==> config.mk <==
export PLATFORM = sky130hd
export DESIGN_NAME = ex_divider_flat
export DESIGN_NICKNAME = d
export VERILOG_FILES = /design/src/rtl/ex_divider_pkg.sv /design/src/rtl/ex_divider_if.sv /design/src/rtl/ex_divider_div_sign_fix.sv /design/src/rtl/ex_divider.sv /design/src/flat_wrapper.sv
export SDC_FILE = /design/constraint.sdc
export NUM_CORES = 1
export LEC_CHECK = 0
export ABC_AREA = 1
export BUFFER_PORTS_ARGS = -buffer_cell sky130_fd_sc_hd__buf_4
export CAP_MARGIN = 20
export CORE_ASPECT_RATIO = 1.1
export CORE_MARGIN = 2
export CORE_UTILIZATION = 51
export CTS_CLUSTER_DIAMETER = 100
export DETAILED_ROUTE_END_ITERATION = 7
export GPL_TIMING_DRIVEN = 0
export PLACE_DENSITY = 0.75
export SYNTH_ARGS = -nofsm -noshare
export SYNTH_HDL_FRONTEND = slang
export SYNTH_SLANG_ARGS = --single-unit
==> constraint.sdc <==
create_clock -name clk -period 5.55 [get_ports clk]
set_clock_uncertainty 0.2 [all_clocks]
set_input_delay 0 -clock clk [delete_from_list [all_inputs] [get_ports clk]]
set_output_delay 0 -clock clk [all_outputs]
set_load 0.05 [all_outputs]
==> src/rtl/ex_divider_pkg.sv <==
// ex_divider_pkg: shared constants and types for the EX-stage divider.
//   DIV_WIDTH     default operand/result width
//   RST_ENABLE    active level of the synchronous reset
//   ALUOP_DIV(U)  aluop codes that launch the divider
//   div_state_e   divider FSM state encoding
package ex_divider_pkg;

  localparam int unsigned DIV_WIDTH = 32;
  localparam logic        RST_ENABLE = 1'b1;

  localparam logic [7:0] ALUOP_DIV  = 8'b0001_1010;
  localparam logic [7:0] ALUOP_DIVU = 8'b0001_1011;

  typedef enum logic [1:0] {
    DIV_IDLE = 2'd0,
    DIV_CALC = 2'd1,
    DIV_DONE = 2'd2
  } div_state_e;

  // Decode helper for the ID/EX side: is this aluop a divide.
  function automatic logic is_div_aluop(input logic [7:0] aluop);
    return (aluop == ALUOP_DIV) || (aluop == ALUOP_DIVU);
  endfunction

endpackage

==> src/rtl/ex_divider_if.sv <==
// ex_divider_if: EX-stage <-> divider handshake and result bus.
//   master: pipeline side (drives exception/start/signed_div/operands/accept)
//   slave : divider side (drives stall_req/done/quotient/remainder)
interface ex_divider_if
  import ex_divider_pkg::*;
#(
  parameter int unsigned WIDTH = DIV_WIDTH
);

  logic             exception;
  logic             start;
  logic             signed_div;
  logic [WIDTH-1:0] dividend;
  logic [WIDTH-1:0] divisor;
  logic             accept;
  logic             stall_req;
  logic             done;
  logic [WIDTH-1:0] quotient;
  logic [WIDTH-1:0] remainder;

  modport master (
    output exception, start, signed_div, dividend, divisor, accept,
    input  stall_req, done, quotient, remainder
  );

  modport slave (
    input  exception, start, signed_div, dividend, divisor, accept,
    output stall_req, done, quotient, remainder
  );

endinterface

==> src/rtl/ex_divider_div_sign_fix.sv <==
// div_sign_fix: combinational sign handling around the unsigned divider core.
//   Pre-launch : abs_dividend_c/abs_divisor_c = operand magnitudes (raw for DIVU).
//   Post-CALC  : quotient_c/remainder_c = sign-corrected raw results, with the
//                divide-by-zero override (q = all ones, r = original dividend).
module div_sign_fix
  import ex_divider_pkg::*;
#(
  parameter int unsigned WIDTH = DIV_WIDTH
) (
  input  logic             signed_div,
  input  logic [WIDTH-1:0] dividend,
  input  logic [WIDTH-1:0] divisor,
  output logic [WIDTH-1:0] abs_dividend_c,
  output logic [WIDTH-1:0] abs_divisor_c,
  input  logic [WIDTH-1:0] raw_quo,
  input  logic [WIDTH-1:0] raw_rem,
  input  logic             quo_neg,
  input  logic             rem_neg,
  input  logic             div_zero,
  input  logic [WIDTH-1:0] orig_dividend,
  output logic [WIDTH-1:0] quotient_c,
  output logic [WIDTH-1:0] remainder_c
);

  // Two's complement negate, modulo 2^WIDTH.
  function automatic logic [WIDTH-1:0] neg(input logic [WIDTH-1:0] x);
    return ~x + WIDTH'(1);
  endfunction

  assign abs_dividend_c = (signed_div && dividend[WIDTH-1]) ? neg(dividend) : dividend;
  assign abs_divisor_c  = (signed_div && divisor[WIDTH-1])  ? neg(divisor)  : divisor;

  always_comb begin
    quotient_c  = quo_neg ? neg(raw_quo) : raw_quo;
    remainder_c = rem_neg ? neg(raw_rem) : raw_rem;
    if (div_zero) begin
      quotient_c  = '1;
      remainder_c = orig_dividend;
    end
  end

endmodule

==> src/rtl/ex_divider.sv <==
// ex_divider: multi-cycle restoring radix-2 divider for the EX stage.
//   clk, rst (sync, active-high)
//   bus (ex_divider_if.slave): exception, start, signed_div, dividend, divisor,
//     accept in; stall_req (combinational), done, quotient (LO), remainder (HI) out.
// Optional: define DIV_EARLY_OUT_EN to finish in one cycle when divisor is zero
// or |dividend| < |divisor|.
module ex_divider
  import ex_divider_pkg::*;
#(
  parameter int unsigned WIDTH = DIV_WIDTH
) (
  input  logic        clk,
  input  logic        rst,
  ex_divider_if.slave bus
);

  localparam int unsigned CNT_W = $clog2(WIDTH);
  localparam logic [CNT_W-1:0] CNT_LAST = CNT_W'(WIDTH - 1);

  div_state_e       state;
  logic [CNT_W-1:0] cnt;
  logic [WIDTH-1:0] dvd_sh;     // dividend bits shift out MSB-first, quotient bits shift in
  logic [WIDTH-1:0] dvs_mag;
  logic [WIDTH-1:0] rem_q;
  logic [WIDTH-1:0] orig_dvd;
  logic             quo_neg;
  logic             rem_neg;
  logic             div_zero;
  logic             done_r;
  logic [WIDTH-1:0] quo_r;
  logic [WIDTH-1:0] rem_r;

  logic [WIDTH-1:0] abs_dvd_c;
  logic [WIDTH-1:0] abs_dvs_c;
  logic [WIDTH-1:0] fix_quo_c;
  logic [WIDTH-1:0] fix_rem_c;

  // One restoring step; partial carries an extra bit so large unsigned
  // divisors (MSB set) never lose the remainder's top bit.
  logic [WIDTH:0]   partial_c;
  logic [WIDTH:0]   diff_c;
  logic             fits_c;
  logic [WIDTH-1:0] rem_nxt_c;
  logic [WIDTH-1:0] quo_nxt_c;

  assign partial_c = {rem_q, dvd_sh[WIDTH-1]};
  assign diff_c    = partial_c - {1'b0, dvs_mag};
  assign fits_c    = ~diff_c[WIDTH];
  assign rem_nxt_c = fits_c ? diff_c[WIDTH-1:0] : partial_c[WIDTH-1:0];
  assign quo_nxt_c = {dvd_sh[WIDTH-2:0], fits_c};

  div_sign_fix #(.WIDTH(WIDTH)) u_sign_fix (
    .signed_div     (bus.signed_div),
    .dividend       (bus.dividend),
    .divisor        (bus.divisor),
    .abs_dividend_c (abs_dvd_c),
    .abs_divisor_c  (abs_dvs_c),
    .raw_quo        (quo_nxt_c),
    .raw_rem        (rem_nxt_c),
    .quo_neg        (quo_neg),
    .rem_neg        (rem_neg),
    .div_zero       (div_zero),
    .orig_dividend  (orig_dvd),
    .quotient_c     (fix_quo_c),
    .remainder_c    (fix_rem_c)
  );

`ifdef DIV_EARLY_OUT_EN
  logic early_c;
  assign early_c = (bus.divisor == '0) || (abs_dvd_c < abs_dvs_c);
`endif

  // Held high from the cycle start is first seen so the instruction never leaves EX early.
  assign bus.stall_req = (rst != RST_ENABLE) &&
                         (((state == DIV_IDLE) && bus.start && !bus.exception) ||
                          (state == DIV_CALC));

  assign bus.done      = done_r;
  assign bus.quotient  = quo_r;
  assign bus.remainder = rem_r;

  // FSM, iteration counter and shift/subtract datapath.
  always_ff @(posedge clk) begin
    if (rst == RST_ENABLE) begin
      state    <= DIV_IDLE;
      cnt      <= '0;
      dvd_sh   <= '0;
      dvs_mag  <= '0;
      rem_q    <= '0;
      orig_dvd <= '0;
      quo_neg  <= 1'b0;
      rem_neg  <= 1'b0;
      div_zero <= 1'b0;
      done_r   <= 1'b0;
      quo_r    <= '0;
      rem_r    <= '0;
    end else if (bus.exception) begin
      // Flush: abandon the division but keep the last published results.
      state  <= DIV_IDLE;
      cnt    <= '0;
      done_r <= 1'b0;
    end else begin
      case (state)
        DIV_IDLE: begin
          if (bus.start) begin
            dvd_sh   <= abs_dvd_c;
            dvs_mag  <= abs_dvs_c;
            rem_q    <= '0;
            orig_dvd <= bus.dividend;
            quo_neg  <= bus.signed_div & (bus.dividend[WIDTH-1] ^ bus.divisor[WIDTH-1]);
            rem_neg  <= bus.signed_div & bus.dividend[WIDTH-1];
            div_zero <= (bus.divisor == '0);
            cnt      <= '0;
`ifdef DIV_EARLY_OUT_EN
            if (early_c) begin
              state  <= DIV_DONE;
              done_r <= 1'b1;
              quo_r  <= (bus.divisor == '0) ? '1 : '0;
              rem_r  <= bus.dividend;
            end else begin
              state <= DIV_CALC;
            end
`else
            state <= DIV_CALC;
`endif
          end
        end
        DIV_CALC: begin
          dvd_sh <= quo_nxt_c;
          rem_q  <= rem_nxt_c;
          if (cnt == CNT_LAST) begin
            state  <= DIV_DONE;
            cnt    <= '0;
            done_r <= 1'b1;
            quo_r  <= fix_quo_c;
            rem_r  <= fix_rem_c;
          end else begin
            cnt <= cnt + CNT_W'(1);
          end
        end
        DIV_DONE: begin
          // start is ignored here so the same instruction is never re-issued.
          if (bus.accept) begin
            state  <= DIV_IDLE;
            done_r <= 1'b0;
          end
        end
        default: begin
          state  <= DIV_IDLE;
          cnt    <= '0;
          done_r <= 1'b0;
        end
      endcase
    end
  end

endmodule

==> src/flat_wrapper.sv <==
// flat-port wrapper written by rule: the top's interface ports become plain ports
module ex_divider_flat import ex_divider_pkg::*;
#(
  parameter int unsigned WIDTH = DIV_WIDTH
)
  (clk, rst, bus_exception, bus_start, bus_signed_div, bus_dividend, bus_divisor, bus_accept, bus_stall_req, bus_done, bus_quotient, bus_remainder);
  ex_divider_if #(.WIDTH(WIDTH)) bus_i ();
  input  logic clk;
  input  logic rst;
  input wire logic [$bits(bus_i.exception)-1:0] bus_exception;
  input wire logic [$bits(bus_i.start)-1:0] bus_start;
  input wire logic [$bits(bus_i.signed_div)-1:0] bus_signed_div;
  input wire logic [$bits(bus_i.dividend)-1:0] bus_dividend;
  input wire logic [$bits(bus_i.divisor)-1:0] bus_divisor;
  input wire logic [$bits(bus_i.accept)-1:0] bus_accept;
  output wire logic [$bits(bus_i.stall_req)-1:0] bus_stall_req;
  output wire logic [$bits(bus_i.done)-1:0] bus_done;
  output wire logic [$bits(bus_i.quotient)-1:0] bus_quotient;
  output wire logic [$bits(bus_i.remainder)-1:0] bus_remainder;
  assign bus_i.exception = bus_exception;
  assign bus_i.start = bus_start;
  assign bus_i.signed_div = bus_signed_div;
  assign bus_i.dividend = bus_dividend;
  assign bus_i.divisor = bus_divisor;
  assign bus_i.accept = bus_accept;
  assign bus_stall_req = bus_i.stall_req;
  assign bus_done = bus_i.done;
  assign bus_quotient = bus_i.quotient;
  assign bus_remainder = bus_i.remainder;
  ex_divider #(.WIDTH(WIDTH)) u_core (.clk(clk), .rst(rst), .bus(bus_i));
endmodule
==> out/results.ini, run 1 <==
[drt]
firstDrtPassIters=6
routedWlPerCell_um=17.75
drtAntennaViolNets=0
vias_per_cell=5.573
drc_errors=0
drt_iter0_markers=1764
dr_total_vias=16350
drt_wl_total_mm=52.08

[layout]
drive_above_1_share=0.1112
postLayoutCellArea_sq_um=17430
antennaDiodeCount=0
layout_common_cells=nand2_1, inv_1, nor2_1
syn_to_final_growth_pct=22.98
nets=2664
finalNonFillerCells=2934
final_util=0.6327
mostFrequentLayoutCell=nand2_1

[placement]
io_buffers=135
hpwl_mm=39.80
placedInstanceArea_sq_um=15640
routabilityCongestion=0.9650
dpl.cell_count=2795

[clocking]
clockBufferDepth=3
cts.root.buffer_cell=clkbuf_16
cts_tree=yes
ctsHoldBuffers=98
cts_resized=0
cts_setup_buffers=0
clkLatencyLatePin_ns=0.53
h-tree-depth=1
cts_buffers=23
clk_pin_slew_worst_paths_ns=0.07
cts_sinks=203

[flow_run]
cap_violations=0

[sta]
fmax_ghz=0.2055
whs_ns=0.04576
finalHoldViolations=0
max-slew-margin-rel=0.2968
min_period_ns=4.865
finalSetupViolations=0
rsz0062_at_grt=no
setup-tns-final_ns=0
finalCritPeriodShare=0.8766
slew_viol_final=0
tightest_slew_ns=1.055

[worst_hold_path]
min_path_type=in -> reg

[worst_setup_path]
crit_path_end_kind=register
startpoint_type=register
worstPathArrival_ns=5.07
path_max_fanout=10
criticalPathCategory=reg -> reg
crit_required_ns=5.75

[power_and_ir_drop]
p_per_area_nw_per_um2=238.9
clockPowerShare=0.396
combinationalPowerShare=0.231
p_leak_uw=0.008510
power.internal_uw=2849
vdd_drop_max_uv=249.1
switchingPower_uw=1314
power.share.switching=0.3157
p_seq_frac=0.373

[grt]
track_usage=0.3517
grt_pass1_vias=15560
grt_max_degree=15
grt_remaining_overflow=0
grt_pass1_wl_mm=80.75
antenna_found_initial=0

[die]
io_pins=136
core_area_sq_um=27550
die_x_um=162.9
rows=64
start_util=0.5144
die_area_sq_um=29140
die_y_um=178.8

[yosys]
ys.flop_type=dfxtp_1
synth.area.top_cells=dfxtp_1, nand2_1, inv_1
avgSynthCellArea_sq_um=6.169
synth_edf_count=0
synth_compound_area_frac=0.1765
ys_warn_count=0
syn_nets=2406
yosys.area_share.simple=0.3545
syn_area_sq_um=14170
synth_seq_cells=203
synth_top_family_by_area=simple AND/OR/NAND/NOR gates
yosysUniqueCellTypes=52
seq_area_frac_synth=0.2868
synth_mux_area_frac=0
synthXorXnorAreaFrac=0.04326
synth_top_cell_by_area=dfxtp_1
synthArstFlopShare=0
netlist.area_leader.share=0.2868
synthAdderAreaFrac=0.03496
netlist_instances=2297

[outcome]
outcome=complete, no violations

==> path summary, 6_finish.rpt <==
check / slack, ns / start / end / depth (start not counted)
worst min register to register: 0.27 / u_core.cnt[4]$_SDFFE_PP0P_ / u_core.cnt[4]$_SDFFE_PP0P_ / 2
worst min-delay path: 0.05 / rst / u_core.orig_dvd[10]$_SDFFE_PP0P_ / 5
worst max register to register: 0.68 / u_core.dvs_mag[0]$_SDFFE_PP0P_ / u_core.bus.quotient[30]$_SDFFE_PP0P_ / 26
worst max-delay path: 0.68 / u_core.dvs_mag[0]$_SDFFE_PP0P_ / u_core.bus.quotient[30]$_SDFFE_PP0P_ / 26
==> power by group through the flow <==
| stage | sequential (uW) | clock [uW] | combinational [uW] |
|---|---|---|---|
| 6_report | 1550 | 1650 | 962 |
| 4_1_cts | 1550 | 1640 | 932 |
| 5_1_grt | 1560 | 1720 | 1050 |
| 3_3_place_gp | 1580 | 0 | 857 |
| 3_5_place_dp | 1580 | 0 | 862 |
| 2_1_floorplan | 1570 | 0 | 600 |
==> layer usage <==
metal,vias up,global-route usage,routed length (um)
met5,-,0,0
met1,7390,0.4333,20690
met3,207,0.04835,4333
met4,0,0.1840,3071
met2,841,0.5982,23980
li1,7914,-,-
==> worst max-delay path, cell delays in order, from the launching register on <==
cell and delay (ns):
dfxtp_1 0.37, ha_1 0.16, inv_1 0.08, fa_1 0.44, nand2_1 0.08, nand2_1 0.09
nand3_1 0.11, nand2_2 0.11, nand2_2 0.09, nand2_2 0.07, nand2_4 0.11, nand3_4 0.16
nand2_8 0.16, buf_6 0.17, ha_1 0.19, nand3_1 0.11, nor3_1 0.32, nand4_1 0.17
nor2_1 0.26, nand4_1 0.22, nand2_1 0.13, o21ai_0 0.14, a21oi_1 0.25, o21ai_0 0.16
xor2_1 0.17, o221ai_1 0.15, inv_1 0.06
==> synth_stat cells, types with 4 or more instances <==
cell,n
nand2_1,658
inv_1,277
nor2_1,237
dfxtp_1,203
a21oi_1,195
o21ai_0,147
nand3_1,113
clkbuf_1,76
xor2_1,46
nand2_2,45
ha_1,38
nor3_1,32
o211ai_1,28
xnor2_1,24
nand4_1,20
o221ai_1,20
nor2_2,14
a21oi_2,12
o21ai_1,12
a31oi_1,11
and2_1,6
buf_1,6
nand2_4,6
nand3_2,6
nand3b_1,6
inv_2,5
nor4_1,5
buf_2,4
buf_6,4
nand3_4,4
==> stage by stage <==
stage / total power [uW] / setup WS [ns]
6_report: 4164 / 0.6849
5_1_grt: 4323 / 0.2221
4_1_cts: 4124 / 0.7509
3_5_place_dp: 2443 / 0.7909
3_3_place_gp: 2436 / 0.8625
2_1_floorplan: 2165 / 1.574
==> cells by family after synthesis <==
kind of cell / Yosys count
buffers and inverters: 376
xor gates and xnor gates: 70
DFF: 203
AOI/OAI and AO/OA: 445
adders and majority gates: 39
and+or+nand+nor: 1164
==> final cells by class <==
cell class	instances	area (sq um)
Fill cell	2558	10120
Multi-Input combinational cell	1718	8633
Sequential cell	203	4064
Timing Repair Buffer	233	1994
Inverter	284	1066
Clock buffer	31	645.6
Tap cell	363	454.2
Buffer	92	407.9
Clock inverter	10	162.7
==> state kept, by name (all words and copies together), names as in the netlist <==
signal                flops
u_core.rem_neg            1
u_core.dvd_sh            32
u_core.cnt                5
u_core.dvs_mag           32
u_core.div_zero           1
u_core.quo_neg            1
u_core.rem_q             32
u_core.state              2
u_core.bus.quotient      32
u_core.bus.done           1
u_core.orig_dvd          32
u_core.bus.remainder     32
Power figures use the tool's default switching activity.
==> run 2: changes to the inputs <==
--- a/config.mk
+++ b/config.mk
@@ -6,11 +6,12 @@
 export NUM_CORES = 1
 export LEC_CHECK = 0
 export ABC_AREA = 1
-export BUFFER_PORTS_ARGS = -buffer_cell sky130_fd_sc_hd__buf_4
+export BUFFER_PORTS_ARGS = -buffer_cell sky130_fd_sc_hd__buf_2
 export CAP_MARGIN = 20
 export CORE_ASPECT_RATIO = 1.1
 export CORE_MARGIN = 2
 export CORE_UTILIZATION = 51
+export CTS_BUF_LIST = sky130_fd_sc_hd__clkbuf_16
 export CTS_CLUSTER_DIAMETER = 100
 export DETAILED_ROUTE_END_ITERATION = 7
 export GPL_TIMING_DRIVEN = 0
==> out/results.ini, run 2 (synthesized netlist as in run 1, its figures left out) <==
[die]
die_area_sq_um=29140
core_area_sq_um=27550
start_util=0.5144
die_x_um=162.9
die_y_um=178.8
io_pins=136
rows=64

[outcome]
outcome=complete, no violations

[drt]
drt_iter0_markers=1584
routedWlPerCell_um=17.74
drc_errors=0
dr_total_vias=16330
vias_per_cell=5.575
drtAntennaViolNets=0
drt_wl_total_mm=51.97
firstDrtPassIters=6

[sta]
setup_ws_ns=0.6911
rsz0062_at_grt=no
tightest_slew_ns=1.055
min_period_ns=4.859
finalHoldViolations=0
max-slew-margin-rel=0.2968
setup-tns-final_ns=0
finalCritPeriodShare=0.8755
finalSetupViolations=0
fmax_ghz=0.2058
slew_viol_final=0

[worst_setup_path]
criticalPathCategory=reg -> reg
path_buf_inv=4
startpoint_type=register
cpPeakStageDelay_ns=0.44
critPathTopFamily=simple AND/OR/NAND/NOR gates
worst_path_max_delay_cell=fa_1
crit_path_end_kind=register
worstPathArrival_ns=5.07
path_max_fanout=10
crit_required_ns=5.77

[layout]
mostFrequentLayoutCell=nand2_1
finalNonFillerCells=2930
syn_to_final_growth_pct=20.31
multi_input_area_sq_um=8633
nets=2660
layout_common_cells=nand2_1, inv_1, nor2_1
seqCellArea_sq_um=4064
n_fill_cell=2610
postLayoutCellArea_sq_um=17050
antennaDiodeCount=0
drive_above_1_share=0.1118

[flow_run]
cap_violations=0

[placement]
io_buffers=135
placedInstanceArea_sq_um=15300
hpwl_mm=39.60
dpl.cell_count=2795
dpl_worst_slack_ns=0.7607
routabilityCongestion=0.9758

[clocking]
cts_resized=0
clk_pin_slew_worst_paths_ns=0.06
h-tree-depth=1
cts_tree=yes
cts_sinks=203
cts_buffers=24
clockBufferDepth=3
ctsHoldBuffers=93
clkLatencyLatePin_ns=0.53
cts.root.buffer_cell=clkbuf_16
cts_setup_buffers=0

[power_and_ir_drop]
vdd_drop_max_uv=236.3
fin_total_pwr_uw=4152
p_leak_uw=0.008446
p_per_area_nw_per_um2=243.5

[worst_hold_path]
min_path_type=in -> reg

[grt]
grt_remaining_overflow=0
antenna_found_initial=0
grt_pass1_wl_mm=81.25
grt_max_degree=14
track_usage=0.3546
grt_pass1_vias=15430

## run 2: cell types whose count changed in the layout (fill, tap and decap cells not counted), moves of 2 or more
cell | before | now
clkbuf_1 | 80 | 76
buf_4 | 135 | 0
clkbuf_16 | 23 | 25
clkinv_1 | 2 | 5
dlygate4sd3_1 | 98 | 93
clkinv_2 | 2 | 5
clkbuf_8 | 4 | 0
buf_2 | 4 | 139
## run 2: area by class of cell
| class | instances | share of cell area |
|---|---|---|
| multi-input combinational | 1718 | 0.5064 |
| sequential | 203 | 0.2384 |
| timing repair buffer | 228 | 0.09423 |
| inverter | 284 | 0.06253 |
| clock buffer | 25 | 0.03669 |
| tap | 363 | 0.02664 |
| buffer | 92 | 0.02392 |
| clock inverter | 17 | 0.01123 |
## run 2: metal layers
layer  share of wire  vias to the layer above  wire length [um]  global-route usage
met2            0.46                      805             24140              0.6081
met3           0.084                      197              4353             0.04950
met1            0.40                     7413             20660              0.4376
met4           0.054                        0              2813              0.1722
li1                -                     7919                 -                   -
met5               0                        -                 0                   0
## run 2: final timing paths
kind | from | to | slack (ns) | depth (start not counted)
setup / recovery | u_core.dvd_sh[31]$_SDFFE_PP0P_ | u_core.bus.quotient[30]$_SDFFE_PP0P_ | 0.69 | 27
hold / removal | rst | u_core.orig_dvd[11]$_SDFFE_PP0P_ | 0.07 | 5
setup reg to reg | u_core.dvd_sh[31]$_SDFFE_PP0P_ | u_core.bus.quotient[30]$_SDFFE_PP0P_ | 0.69 | 27
hold reg to reg | u_core.bus.remainder[9]$_SDFFE_PP0P_ | u_core.bus.remainder[9]$_SDFFE_PP0P_ | 0.26 | 2
## run 2: power breakdown
group	internal, uW	switching, uW
registers	1510	44.7
logic	322	621
clock network	1000	656
## run 2: stage by stage
step                utilization  hold WS [ns]
finish                   0.6189       0.06719
global route             0.6189        0.1201
CTS                      0.6189       0.03617
detailed placement       0.5555        0.1053
global placement         0.5555       0.09836
floorplan                     -      -0.06510
## run 2: tightest hold or removal path: cells and delay by family
family / cells / cell delay, ns
buffers and inverters: 3 / 0.59
AOI/OAI and AO/OA: 1 / 0.12
and+or+nand+nor: 1 / 0.04
==> run 3: changes to the inputs <==
--- a/config.mk
+++ b/config.mk
@@ -11,7 +11,7 @@
 export CORE_ASPECT_RATIO = 1.1
 export CORE_MARGIN = 2
 export CORE_UTILIZATION = 51
-export CTS_BUF_LIST = sky130_fd_sc_hd__clkbuf_16
+export CTS_BUF_LIST = sky130_fd_sc_hd__clkbuf_8 sky130_fd_sc_hd__clkbuf_16
 export CTS_CLUSTER_DIAMETER = 100
 export DETAILED_ROUTE_END_ITERATION = 7
 export GPL_TIMING_DRIVEN = 0
==> constraint.sdc (replaced) <==
create_clock -name clk -period 5.7 [get_ports clk]
set_clock_uncertainty 0.2 [all_clocks]
set_input_delay 0 -clock clk [delete_from_list [all_inputs] [get_ports clk]]
set_output_delay 0 -clock clk [all_outputs]
set_load 0.05 [all_outputs]
==> out/results.ini, run 3 (synthesized netlist as in run 1, its figures left out) <==
[clocking]
clk_pin_slew_worst_paths_ns=0.06
clockBufferDepth=3
cts_buffers=24
cts_tree=yes
cts.root.buffer_cell=clkbuf_16
cts_setup_buffers=0
cts_sinks=203
h-tree-depth=1
clkLatencyLatePin_ns=0.53

[drt]
drc_errors=0
drt_wl_total_mm=52.07
routedWlPerCell_um=17.77
dr_total_vias=16300
firstDrtPassIters=6
drtAntennaViolNets=0
vias_per_cell=5.563
drt_iter0_markers=1723

[placement]
hpwl_mm=39.60
routabilityCongestion=0.9758
dpl.cell_count=2795
io_buffers=135
dpl_worst_slack_ns=0.9107

[layout]
antennaDiodeCount=0
layout_common_cells=nand2_1, inv_1, nor2_1
finalNonFillerCells=2930
syn_to_final_growth_pct=20.52
nets=2660
drive_above_1_share=0.1130
n_fill_cell=2604
mostFrequentLayoutCell=nand2_1

[sta]
setup-tns-final_ns=0
finalSetupViolations=0
whs_ns=0.08126
setup_ws_ns=0.8373
min_period_ns=4.863
slew_viol_final=0
finalCritPeriodShare=0.8531
rsz0062_at_grt=no
fmax_ghz=0.2056
max-slew-margin-rel=0.2810
finalHoldViolations=0
tightest_slew_ns=1.074

[worst_setup_path]
crit_required_ns=5.92
startpoint_type=register
path_max_fanout=10
crit_path_end_kind=register
worstPathArrival_ns=5.08
criticalPathCategory=reg -> reg

[die]
core_area_sq_um=27550
die_y_um=178.8
rows=64
start_util=0.5144
die_area_sq_um=29140
die_x_um=162.9
io_pins=136

[flow_run]
cap_violations=0

[power_and_ir_drop]
p_leak_uw=0.008463
fin_total_pwr_uw=4082
vdd_drop_max_uv=229.2
p_per_area_nw_per_um2=239.0

[grt]
grt_pass1_wl_mm=81.34
track_usage=0.3551
grt_remaining_overflow=0
antenna_found_initial=0
grt_pass1_vias=15460
grt_max_degree=14

[outcome]
outcome=complete, no violations

[worst_hold_path]
min_path_type=in -> reg

==> run 3: cell types whose count changed in the layout (fill, tap and decap cells not counted) <==
cell	before	now
clkbuf_8	0	3
clkinv_1	5	2
==> run 3: area by class of cell <==
cell class | instances | area, sq um | share of cell area
buffer | 92 | 407.9 | 0.02388
clock buffer | 28 | 666.9 | 0.03905
clock inverter | 14 | 180.2 | 0.01055
inverter | 284 | 1066 | 0.06242
multi-input combinational | 1718 | 8633 | 0.5055
sequential | 203 | 4064 | 0.2379
tap | 363 | 454.2 | 0.02659
timing repair buffer | 228 | 1607 | 0.09407
==> run 3: worst paths after layout <==
path                                              from                              endpoint  slack, ns  cells past startpoint
setup / recovery        u_core.dvd_sh[31]$_SDFFE_PP0P_  u_core.bus.quotient[30]$_SDFFE_PP0P_       0.84                     27
hold / removal                                     rst      u_core.orig_dvd[11]$_SDFFE_PP0P_       0.08                      5
setup reg to reg        u_core.dvd_sh[31]$_SDFFE_PP0P_  u_core.bus.quotient[30]$_SDFFE_PP0P_       0.84                     27
hold reg to reg   u_core.bus.remainder[9]$_SDFFE_PP0P_  u_core.bus.remainder[9]$_SDFFE_PP0P_       0.26                      2
==> run 3: what timing repair did <==
item                                   in CTS  in global routing
endpoints found under the hold margin     108                  0
gates resized for setup                     0                  0
hold buffers                               93                  0
==> run 3: report_power, final <==
part	internal [uW]	switching, uW
Combinational	314	606
Clock	1010	636
Sequential	1470	43.4
==> run 3: critical path, stage by stage (launching register included) <==
cell and delay (ns):
dfxtp_1 0.32, inv_1 0.07, ha_1 0.13, inv_1 0.08, fa_1 0.44, nand2_1 0.08, nand2_1 0.08, nand3_1 0.10
nand2_2 0.10, nand2_2 0.08, nand2_2 0.07, nand2_4 0.11, nand3_4 0.16, nand2_8 0.16, buf_6 0.18, ha_1 0.19
nand3_1 0.11, nor3_1 0.34, nand4_1 0.18, nor2_1 0.22, nand4_1 0.24, nand2_1 0.15, o21ai_0 0.15, a21oi_1 0.23
o21ai_0 0.16, xor2_1 0.17, o221ai_1 0.16, inv_1 0.05
==> run 3: metal layers <==
metal  share of wire  wire, um  global-route usage
met2            0.47     24240              0.6112
met3           0.085      4416             0.04788
met1            0.40     20750              0.4382
met5               0         0                   0
met4           0.051      2656              0.1700
==> run 3: through the flow <==
step / instance area (sq um) / util
floorplan: 14170 / -
global placement: 15300 / 0.5555
detailed placement: 15300 / 0.5555
CTS: 17080 / 0.6200
global route: 17080 / 0.6200
finish: 17080 / 0.6200
